==> config.mk <==
export PLATFORM = sky130hd
export DESIGN_NAME = lrn_glb_arbiter
export DESIGN_NICKNAME = d
export VERILOG_FILES = /design/src/rtl/lrn_glb_arbiter.sv
export SDC_FILE = /design/constraint.sdc
export NUM_CORES = 1
export LEC_CHECK = 0
export ABC_CLOCK_PERIOD_IN_PS = 2500
export BUFFER_PORTS_ARGS = -buffer_cell sky130_fd_sc_hd__buf_4
export CORE_MARGIN = 10
export CORE_UTILIZATION = 54
export DETAILED_ROUTE_END_ITERATION = 8
export PLACE_DENSITY = 0.76
export SLEW_MARGIN = 30
export SYNTH_ARGS = -nofsm -noshare
export SYNTH_HDL_FRONTEND = slang
export SYNTH_SLANG_ARGS = --single-unit
==> constraint.sdc <==
create_clock -name core_clk -period 2.5 [get_ports core_clk]
set_input_delay 0.125 -clock core_clk [delete_from_list [all_inputs] [get_ports core_clk]]
set_output_delay 0.125 -clock core_clk [all_outputs]
set_load 0.05 [all_outputs]
==> src/rtl/lrn_glb_arbiter.sv <==
// ---------------------------------------------------------------------------
// lrn_glb_arbiter
//
// Shares the single-port global buffer (GLB) SRAM between the LRN mapper's
// read stream and write stream. Each stream has a one-entry holding register.
// One holding register is granted per cycle and issued as a registered GLB
// command. Read data comes back through an in-flight pipeline that is matched
// to the SRAM read latency.
//
// Optional build macro: ARB_STATS_EN. It adds the conflict_count output.
//
// Parameters
//   ADDR_BUS_WIDTH  GLB address width
//   DATA_WIDTH      GLB word width
//   READ_LAT        cycles from the glb_en cycle to glb_rdata valid (1..4)
//
// Ports
//   core_clk        clock, rising edge
//   reset           asynchronous active-low reset
//   rd_req/rd_addr  read request; accepted when rd_req && rd_ready
//   rd_ready        read holding register can accept this cycle
//   rd_data         returned read word, valid with rd_valid
//   rd_valid        one-cycle pulse per returned read, in issue order
//   wr_req/wr_addr/wr_data  write request; accepted when wr_req && wr_ready
//   wr_ready        write holding register can accept this cycle
//   glb_en/glb_we/glb_addr/glb_wdata  registered GLB command
//   glb_rdata       GLB read data, READ_LAT cycles after the glb_en cycle
//   busy            a request is pending, a read is in flight, or a command is out
//   conflict_count  (ARB_STATS_EN only) count of cycles with both ports
//                   pending; saturates at 16'hFFFF
// ---------------------------------------------------------------------------
module lrn_glb_arbiter #(
  parameter int ADDR_BUS_WIDTH = 20,
  parameter int DATA_WIDTH     = 16,
  parameter int READ_LAT       = 1
) (
  input  logic                      core_clk,
  input  logic                      reset,
  input  logic                      rd_req,
  input  logic [ADDR_BUS_WIDTH-1:0] rd_addr,
  output logic                      rd_ready,
  output logic [DATA_WIDTH-1:0]     rd_data,
  output logic                      rd_valid,
  input  logic                      wr_req,
  input  logic [ADDR_BUS_WIDTH-1:0] wr_addr,
  input  logic [DATA_WIDTH-1:0]     wr_data,
  output logic                      wr_ready,
  output logic                      glb_en,
  output logic                      glb_we,
  output logic [ADDR_BUS_WIDTH-1:0] glb_addr,
  output logic [DATA_WIDTH-1:0]     glb_wdata,
  input  logic [DATA_WIDTH-1:0]     glb_rdata,
  output logic                      busy
`ifdef ARB_STATS_EN
  ,
  output logic [15:0]               conflict_count
`endif
);

  // Port identifier used by the round-robin pointer.
  typedef enum logic {
    PORT_RD = 1'b0,
    PORT_WR = 1'b1
  } port_e;

  // Holding registers.
  logic                      r_rd_pend;
  logic [ADDR_BUS_WIDTH-1:0] r_rd_addr;
  logic                      r_wr_pend;
  logic [ADDR_BUS_WIDTH-1:0] r_wr_addr;
  logic [DATA_WIDTH-1:0]     r_wr_data;

  // Round-robin state.
  port_e r_last_grant;
  port_e w_last_grant_nxt;

  // GLB command and read return registers.
  logic                      r_glb_en;
  logic                      r_glb_we;
  logic [ADDR_BUS_WIDTH-1:0] r_glb_addr;
  logic [DATA_WIDTH-1:0]     r_glb_wdata;
  logic [READ_LAT-1:0]       r_inflight;
  logic                      r_rd_valid;
  logic [DATA_WIDTH-1:0]     r_rd_data;

  logic w_rd_grant;
  logic w_wr_grant;
  logic w_rd_accept;
  logic w_wr_accept;
  logic w_rd_issued;

  // -------------------------------------------------------------------------
  // Grant selection and round-robin next state
  // -------------------------------------------------------------------------
  // NOTE: every signal written in always_comb gets a default first, so no
  // path can leave a signal unassigned and infer a latch.
  always_comb begin
    w_rd_grant       = 1'b0;
    w_wr_grant       = 1'b0;
    w_last_grant_nxt = r_last_grant;
    if (r_rd_pend && r_wr_pend) begin
      // When both ports target the same word, the write goes first. The
      // read that follows then sees the new data.
      if (r_rd_addr == r_wr_addr) begin
        w_wr_grant = 1'b1;
      end else if (r_last_grant == PORT_WR) begin
        w_rd_grant = 1'b1;
      end else begin
        w_wr_grant = 1'b1;
      end
    end else begin
      w_rd_grant = r_rd_pend;
      w_wr_grant = r_wr_pend;
    end
    if (w_rd_grant) begin
      w_last_grant_nxt = PORT_RD;
    end else if (w_wr_grant) begin
      w_last_grant_nxt = PORT_WR;
    end
  end

  // A holding register being drained this cycle can take a new request on
  // the same edge. This keeps one access per cycle per uncontested port.
  assign rd_ready    = !r_rd_pend || w_rd_grant;
  assign wr_ready    = !r_wr_pend || w_wr_grant;
  assign w_rd_accept = rd_req && rd_ready;
  assign w_wr_accept = wr_req && wr_ready;

  // A read command sits on the GLB pins this cycle.
  assign w_rd_issued = r_glb_en && !r_glb_we;

  // -------------------------------------------------------------------------
  // Round-robin pointer register
  // -------------------------------------------------------------------------
  // NOTE: sequential state uses non-blocking assignments only. Every flop
  // then samples pre-edge values, whatever order the blocks evaluate in.
  always_ff @(posedge core_clk or negedge reset) begin
    if (!reset) begin
      r_last_grant <= PORT_WR;
    end else begin
      r_last_grant <= w_last_grant_nxt;
    end
  end

  // -------------------------------------------------------------------------
  // Holding registers: a new accept wins over the drain on the same edge
  // -------------------------------------------------------------------------
  always_ff @(posedge core_clk or negedge reset) begin
    if (!reset) begin
      r_rd_pend <= 1'b0;
      r_rd_addr <= '0;
      r_wr_pend <= 1'b0;
      r_wr_addr <= '0;
      r_wr_data <= '0;
    end else begin
      if (w_rd_accept) begin
        r_rd_pend <= 1'b1;
        r_rd_addr <= rd_addr;
      end else if (w_rd_grant) begin
        r_rd_pend <= 1'b0;
      end
      if (w_wr_accept) begin
        r_wr_pend <= 1'b1;
        r_wr_addr <= wr_addr;
        r_wr_data <= wr_data;
      end else if (w_wr_grant) begin
        r_wr_pend <= 1'b0;
      end
    end
  end

  // -------------------------------------------------------------------------
  // GLB command issue
  // -------------------------------------------------------------------------
  always_ff @(posedge core_clk or negedge reset) begin
    if (!reset) begin
      r_glb_en    <= 1'b0;
      r_glb_we    <= 1'b0;
      r_glb_addr  <= '0;
      r_glb_wdata <= '0;
    end else begin
      r_glb_en <= w_rd_grant || w_wr_grant;
      if (w_wr_grant) begin
        r_glb_we    <= 1'b1;
        r_glb_addr  <= r_wr_addr;
        r_glb_wdata <= r_wr_data;
      end else if (w_rd_grant) begin
        // Write data is left as it was on reads.
        r_glb_we   <= 1'b0;
        r_glb_addr <= r_rd_addr;
      end
    end
  end

  // -------------------------------------------------------------------------
  // Read return: bit k of r_inflight marks a read whose data arrives k+1
  // cycles after its glb_en cycle. The top bit lines up with glb_rdata.
  // -------------------------------------------------------------------------
  always_ff @(posedge core_clk or negedge reset) begin
    if (!reset) begin
      r_inflight <= '0;
      r_rd_valid <= 1'b0;
      r_rd_data  <= '0;
    end else begin
      r_inflight <= READ_LAT'({r_inflight, w_rd_issued});
      r_rd_valid <= r_inflight[READ_LAT-1];
      if (r_inflight[READ_LAT-1]) begin
        r_rd_data <= glb_rdata;
      end
    end
  end

  assign glb_en    = r_glb_en;
  assign glb_we    = r_glb_we;
  assign glb_addr  = r_glb_addr;
  assign glb_wdata = r_glb_wdata;
  assign rd_valid  = r_rd_valid;
  assign rd_data   = r_rd_data;
  assign busy      = r_rd_pend || r_wr_pend || (|r_inflight) || r_glb_en;

`ifdef ARB_STATS_EN
  // -------------------------------------------------------------------------
  // Conflict statistics: cycles where both ports wait, saturating
  // -------------------------------------------------------------------------
  logic [15:0] r_conflict_count;

  always_ff @(posedge core_clk or negedge reset) begin
    if (!reset) begin
      r_conflict_count <= '0;
    end else if (r_rd_pend && r_wr_pend && (r_conflict_count != 16'hFFFF)) begin
      r_conflict_count <= r_conflict_count + 16'd1;
    end
  end

  assign conflict_count = r_conflict_count;
`endif

endmodule

==> flow_metrics.env, run 1 <==
export IMPL_status="finished clean"
export IMPL_multi_input_area_mm2=0.00269
export IMPL_synth_top_area_share_pct=49.2
export IMPL_clock_latency_ps=510
export IMPL_drive_gt1_share_pct=31.4
export IMPL_hp_class="in2async"
export IMPL_clockRootBuffer="clkbuf_8"
export IMPL_fin_crit_sh_pct=99.5
export IMPL_hold_viol=0
export IMPL_combPwrFrac_pct=47.1
export IMPL_ant_nets=0
export IMPL_fin_crit_ps=2490
export IMPL_cp_arrival_ps=2360
export IMPL_ys_ff_latch=115
export IMPL_ys_async_sr_fraction_pct=100
export IMPL_cts_tree="built"
export IMPL_synthTopCellsByArea="dfrtp_1, a221o_1, a32o_1"
export IMPL_peakVddDrop_uv=880
export IMPL_power_leakage_nw=3.84
export IMPL_yosys_area_share_simple_pct=6.32
export IMPL_dr_pass1_iters=5
export IMPL_htreeDepth=4
export IMPL_post_drt_via_cell_ratio=6.60
export IMPL_grt_first_pass_wirelength_um=31800
export IMPL_fin_nets=802
export IMPL_routabilityCongestion=0.841
export IMPL_r2r_start="r_rd_addr[18]$_DFFE_PN0P_"
export IMPL_m1WireLength_um=7860
export IMPL_io_pins=134
export IMPL_dpl_hpwl_um=12000
export IMPL_antenna_found_initial=0
export IMPL_switching_share_pct=43.8
export IMPL_tns_ps=0
export IMPL_place_inst=758
export IMPL_synth_warnings=0
export IMPL_vias=5774
export IMPL_start_util_pct=55.7
export IMPL_clock_path_buffers=2
export IMPL_worstPathCellList="xor2_1 > nor4_2 > nand3_2 > buf_12 > o21ai_2 > nand3_1 > buf_6"
export IMPL_end_kind="output pin"
export IMPL_syn_inst=516
export IMPL_wl_per_cell_um=23.2
export IMPL_die_h_um=124
export IMPL_p_switching_mw=5.00
export IMPL_setup_violations=0
export IMPL_cpMaxStageDelayCell="dfrtp_2"
export IMPL_p_per_area_mw_per_mm2=1340
export IMPL_syn_avg_cell_area_um2=11.2
export IMPL_syn_num_nets=592
export IMPL_grt_max_degree=66
export IMPL_synth_compound_area_share_pct=29.4
export IMPL_pwr_share_clk_pct=21.0
export IMPL_synth_mux_area_fraction_pct=6.38
export IMPL_wl_met2_um=9940
export IMPL_power_frac_seq_pct=31.9
export IMPL_clkTransAtPathRegs_ps=50
export IMPL_synth_edf_count=0
export IMPL_diodes=0
export IMPL_synth_xor_area_share_pct=3.02
export IMPL_rr_worst_depth=7
export IMPL_die_w_um=124
export IMPL_r2r_end="r_wr_addr[9]$_DFFE_PN0P_"
export IMPL_cts_buffers=17
export IMPL_io_buffers=133
export IMPL_cap_viol_max_count=0
export IMPL_critical_path_max_fanout=4
export IMPL_fillers=586
export IMPL_internal_power_mw=6.41
export IMPL_grt_use_total_pct=26.2
export IMPL_worstPathRequired_ps=2380
export IMPL_yosys_area_top_type="dfrtp_1"
export IMPL_wl_met3_um=2160
export IMPL_synthFlopType="dfrtp_1"
export IMPL_finalClockSkew_ps=14.0
export IMPL_grt_overflow=0
export IMPL_drcViolationCount=0
export IMPL_dieArea_mm2=0.0153
export IMPL_r2r_slack_ps=150
export IMPL_max_stage_delay_ps=430
export IMPL_synth_fa_ha_area_share_pct=0
export IMPL_syn_area_mm2=0.00580
export IMPL_synth_top_family_by_area="compound AO/OA/AOI/OAI gates"
export IMPL_drv_slew=0
export IMPL_layout_cells_non_filler=875
export IMPL_top_layer_used="met4"
export IMPL_critical_path_class="reg2out"
export IMPL_synth_distinct_cells=34
export IMPL_wl_um=20300
export IMPL_core_rowCount=37
export IMPL_max_slew_margin_pct=36.0
export IMPL_cp_start_kind="register"
export IMPL_fmax_mhz=402
export IMPL_cts_sinks=115
export IMPL_ys_seq_area_share_pct=49.6
export IMPL_regArea_mm2=0.00288
export IMPL_first_global_vias=5832
export IMPL_design_core_area_mm2=0.0104
export IMPL_worst_slew_pin_slew_ps=959
export IMPL_drt_iter0_markers=716
export IMPL_area_delta_synth_final_pct=46.3
==> worst max-delay path: cells and delay by family (launching register included) <==
kind                      cells  cell delay, ps
xor gates and xnor gates      1             170
DFF                           1             430
buffers and inverters         2             360
AOI/OAI and AO/OA             1             120
and+or+nand+nor               3             780
==> timing repair <==
| item | 4_1_cts | 5_1_grt |
|---|---|---|
| buffers inserted | 0 | 9 |
| hold buffers | 75 | 0 |
| gates resized for setup | 7 | 10 |
| endpoints found under the hold margin | 124 | 0 |
| cloned | 0 | 1 |
| pin swaps | 1 | 5 |
| setup endpoints to repair | 2 | 2 |
==> cells in the final DEF (no fill, tap or decap), types with 4 or more instances in the layout <==
cell | synthesis | final
clkbuf_1 | 37 | 4
o21ai_0 | 38 | 36
a22o_1 | 21 | 21
buf_4 | 0 | 161
dfrtp_1 | 114 | 111
clkbuf_16 | 0 | 17
mux2_2 | 16 | 16
dlygate4sd3_1 | 0 | 75
xor2_1 | 12 | 12
nand2_1 | 26 | 26
nand3_1 | 18 | 17
xnor2_1 | 8 | 6
mux2i_1 | 19 | 19
o311a_1 | 19 | 19
nor2_1 | 22 | 21
a221o_1 | 72 | 72
inv_1 | 20 | 20
a32o_1 | 36 | 36
==> layer usage <==
metal  GRT usage (%)  vias to the layer above
met1            33.0                     2884
li1                -                     2482
met5               0                        -
met2            42.3                      373
met4            9.90                        0
met3            6.92                       35
==> synthesized netlist by cell type (2+ instances only) <==
master,number
xor2_1,12
a21oi_1,2
xnor2_1,8
nor2b_1,2
mux2_2,16
dfrtp_1,114
nor2_1,22
clkbuf_1,37
o311a_1,19
inv_1,20
a221o_1,72
buf_2,7
o21ai_0,38
nor4_1,3
nand2_1,26
a31o_2,2
buf_1,3
mux2i_1,19
nand3_1,18
buf_6,4
a32o_1,36
and3_1,3
a22o_1,21
nand4_1,2
==> flip-flops by register name, summed over array words and instances, names as in the netlist, 16 cells and up <==
signal / cells
r_rd_addr: 20
glb_addr: 20
glb_wdata: 16
rd_data: 16
r_wr_data: 16
r_wr_addr: 20
==> final cells by class <==
type	instances	share of cell area [%]
clock buffer	23	5.38
tap	136	2.01
sequential	115	34.0
inverter	20	0.885
clock inverter	9	1.52
timing repair buffer	242	24.5
multi-input combinational	330	31.7
==> stage by stage <==
| stage | instance area [um2] | power (mW) | hold WS [ps] | setup slack, ps | utilization (%) |
|---|---|---|---|---|---|
| after floorplan | 5800 | 6.96 | -171 | 429 | - |
| after global placement | 6960 | 8.46 | 192 | 122 | 66.8 |
| after detailed placement | 6990 | 8.68 | 191 | 144 | 67.1 |
| after CTS | 8350 | 11.2 | 200 | 9.56 | 80.2 |
| after global routing | 8490 | 11.9 | 234 | -112 | 81.5 |
| final | 8490 | 11.4 | 195 | 12.2 | 81.5 |
==> logic make-up (layout without fill, tap and decap cells) <==
logic type | after synthesis | in the layout
flops | 115 | 115
xor+xnor | 20 | 20
simple gates | 81 | 81
compound gates | 194 | 194
buf+inv | 71 | 294
mux | 35 | 35
==> power by group through the flow <==
| stage | clock [mW] | sequential, mW | combinational (mW) |
|---|---|---|---|
| after CTS | 2.41 | 3.57 | 5.26 |
| final | 2.39 | 3.64 | 5.37 |
| after global placement | 0 | 3.52 | 4.94 |
| after detailed placement | 0 | 3.59 | 5.09 |
| after global routing | 2.50 | 3.74 | 5.68 |
| after floorplan | 0 | 4.91 | 2.05 |
==> worst max-delay path by stage <==
stage                         startpoint                         to  slack (ps)  cells after the start
6_report       r_rd_addr[18]$_DFFE_PN0P_                   rd_ready          10                      7
5_1_grt        r_wr_addr[19]$_DFFE_PN0P_                   rd_ready        -110                      7
4_1_cts         r_wr_addr[8]$_DFFE_PN0P_                   rd_ready          10                      7
3_5_place_dp    r_wr_addr[3]$_DFFE_PN0P_  glb_wdata[15]$_DFFE_PN0N_         140                      6
3_3_place_gp    r_wr_addr[3]$_DFFE_PN0P_    glb_addr[0]$_DFFE_PN0P_         120                      5
2_1_floorplan   r_wr_addr[3]$_DFFE_PN0P_                   rd_ready         430                      6
Power figures use the tool's default switching activity.
==> run 2: changes to the inputs <==
--- a/config.mk
+++ b/config.mk
@@ -5,12 +5,15 @@
 export SDC_FILE = /design/constraint.sdc
 export NUM_CORES = 1
 export LEC_CHECK = 0
-export ABC_CLOCK_PERIOD_IN_PS = 2500
+export ABC_CLOCK_PERIOD_IN_PS = 2430
 export BUFFER_PORTS_ARGS = -buffer_cell sky130_fd_sc_hd__buf_4
+export CELL_PAD_IN_SITES_DETAIL_PLACEMENT = 1
+export CELL_PAD_IN_SITES_GLOBAL_PLACEMENT = 1
 export CORE_MARGIN = 10
-export CORE_UTILIZATION = 54
+export CORE_UTILIZATION = 42
 export DETAILED_ROUTE_END_ITERATION = 8
 export PLACE_DENSITY = 0.76
+export SETUP_SLACK_MARGIN = 0.02
 export SLEW_MARGIN = 30
 export SYNTH_ARGS = -nofsm -noshare
 export SYNTH_HDL_FRONTEND = slang
==> constraint.sdc (replaced) <==
create_clock -name core_clk -period 2.43 [get_ports core_clk]
set_input_delay 0.1215 -clock core_clk [delete_from_list [all_inputs] [get_ports core_clk]]
set_output_delay 0.1215 -clock core_clk [all_outputs]
set_load 0.05 [all_outputs]
==> run 2 against run 1 <==
Net effect: routed wire length rose by 13%; clock skew fell by 5.5 ps; cell count rose by 5.0%; largest power group unchanged.
==> flow_metrics.env, run 2 (synthesized netlist as in run 1, its figures left out) <==
export IMPL_status="finished clean"
export IMPL_cpMaxStageDelayCell="dfrtp_1"
export IMPL_grt_first_pass_wirelength_um=35500
export IMPL_fin_nets=806
export IMPL_crit_path_frequent_cell="nand3_2"
export IMPL_cp_start_kind="register"
export IMPL_switching_share_pct=44.8
export IMPL_internal_power_mw=6.50
export IMPL_fmax_mhz=428
export IMPL_fillers=1350
export IMPL_design_core_area_mm2=0.0134
export IMPL_dpl_hpwl_um=13600
export IMPL_drcViolationCount=0
export IMPL_setup_violations=0
export IMPL_rsz0062_at_grt="yes"
export IMPL_die_w_um=138
export IMPL_cts_tree="built"
export IMPL_m1WireLength_um=9460
export IMPL_htreeDepth=4
export IMPL_final_common_cell="buf_4"
export IMPL_power_frac_seq_pct=31.9
export IMPL_utilization_pct=63.6
export IMPL_cap_viol_max_count=0
export IMPL_cp_depth=7
export IMPL_wl_um=23000
export IMPL_ant_nets=0
export IMPL_core_rowCount=42
export IMPL_p_per_area_mw_per_mm2=1380
export IMPL_post_drt_via_cell_ratio=6.21
export IMPL_grt_max_degree=53
export IMPL_peakVddDrop_uv=930
export IMPL_hp_class="in2async"
export IMPL_critical_path_max_fanout=5
export IMPL_max_stage_delay_ps=440
export IMPL_cts_buffers=17
export IMPL_finalClockSkew_ps=8.51
export IMPL_drv_slew=0
export IMPL_cts_sinks=115
export IMPL_combPwrFrac_pct=48.2
export IMPL_cp_arrival_ps=2220
export IMPL_die_h_um=138
export IMPL_place_inst=800
export IMPL_top_layer_used="met4"
export IMPL_grt_use_total_pct=24.3
export IMPL_worstPathRequired_ps=2310
export IMPL_first_global_vias=6072
export IMPL_grt_overflow=0
export IMPL_layout_cells_non_filler=919
export IMPL_routabilityCongestion=0.786
export IMPL_power_leakage_nw=3.84
export IMPL_clockRootBuffer="clkbuf_16"
export IMPL_fin_crit_sh_pct=96.2
export IMPL_clock_latency_ps=430
export IMPL_rr_worst_depth=7
export IMPL_end_kind="output pin"
export IMPL_max_slew_margin_pct=34.6
export IMPL_worst_slew_pin_slew_ps=981
export IMPL_vias=5703
export IMPL_cp_top_family="simple AND/OR/NAND/NOR gates"
export IMPL_io_pins=134
export IMPL_clkTransAtPathRegs_ps=60
export IMPL_wl_met2_um=11700
export IMPL_fin_crit_ps=2340
export IMPL_hold_viol=0
export IMPL_drive_gt1_share_pct=31.2
export IMPL_area_delta_synth_final_pct=46.9
export IMPL_wl_met3_um=1470
export IMPL_dieArea_mm2=0.0189
export IMPL_clock_path_buffers=2
export IMPL_antenna_found_initial=0
export IMPL_total_power_mw=11.8
export IMPL_drt_iter0_markers=534
export IMPL_p_switching_mw=5.27
export IMPL_mostFrequentLayoutCells="buf_4, dfrtp_1, dlygate4sd3_1"
export IMPL_diodes=0
export IMPL_start_util_pct=43.3
export IMPL_path_buf_inv=2
export IMPL_pwr_share_clk_pct=19.9
export IMPL_dr_pass1_iters=5
export IMPL_critical_path_class="reg2out"
export IMPL_wl_per_cell_um=25.0
export IMPL_io_buffers=133
export IMPL_worstPathCellList="xor2_1 > nor4_2 > nand3_2 > buf_12 > o21ai_4 > nand3_2 > buf_8"
run 2: path summary, 6_finish.rpt:
path / from / to / slack (ps)
max in group asynchronous: reset / r_wr_data[0]$_DFFE_PN0P_ / 1360
min in group core_clk: wr_data[11] / r_wr_data[11]$_DFFE_PN0P_ / 480
worst max-delay path: r_rd_addr[18]$_DFFE_PN0P_ / rd_ready / 90
worst min register to register: glb_we$_DFFE_PN0P_ / r_inflight$_DFF_PN0_ / 510
worst max register to register: r_rd_addr[18]$_DFFE_PN0P_ / glb_wdata[5]$_DFFE_PN0N_ / 100
worst min-delay path: reset / glb_addr[16]$_DFFE_PN0P_ / 320
run 2: worst register-to-register path, delay by kind of cell, from the launching register on:
kind                      cells  cell delay [ps]
AOI/OAI and AO/OA             2              530
xor gates and xnor gates      1              190
DFF                           1              440
and+or+nand+nor               2              670
buffers and inverters         2              370
run 2: power groups by stage:
stage / sequential [mW] / combinational, mW / clock (mW)
after detailed placement: 3.71 / 5.34 / 0
after global routing: 3.87 / 6.00 / 2.46
after global placement: 3.64 / 5.15 / 0
after floorplan: 5.05 / 2.11 / 0
final: 3.75 / 5.67 / 2.34
after CTS: 3.70 / 5.55 / 2.35
run 2: per-layer routing:
metal	track usage, %	up-vias
li1	-	2474
met1	29.8	2955
met2	40.7	244
met3	6.41	30
met4	7.32	0
met5	0	-
run 2: area by class of cell:
class	count	area (um2)	area share [%]
tap	176	220	2.58
clock buffer	27	493	5.78
sequential	115	2880	33.8
inverter	20	75.1	0.881
multi-input combinational	330	2690	31.6
clock inverter	5	50.0	0.587
timing repair buffer	246	2110	24.8
run 2: what timing repair did:
item	in CTS	in global routing
setup endpoints to repair	17	17
hold buffers	75	0
pin swaps	3	5
hold endpoints to repair	123	0
resized for setup	9	10
buffers inserted	3	8
cloned	0	1
run 2: stage by stage:
stage | hold slack [ps] | instance area (um2) | TNS (ps) | setup slack [ps]
after detailed placement | 200 | 7050 | -501 | -51.1
after global routing | 363 | 8530 | -21.4 | -21.4
after CTS | 301 | 8400 | 0 | 21.9
after global placement | 207 | 7020 | -404 | -66.6
final | 316 | 8530 | 0 | 91.4
after floorplan | -174 | 5800 | 0 | 362
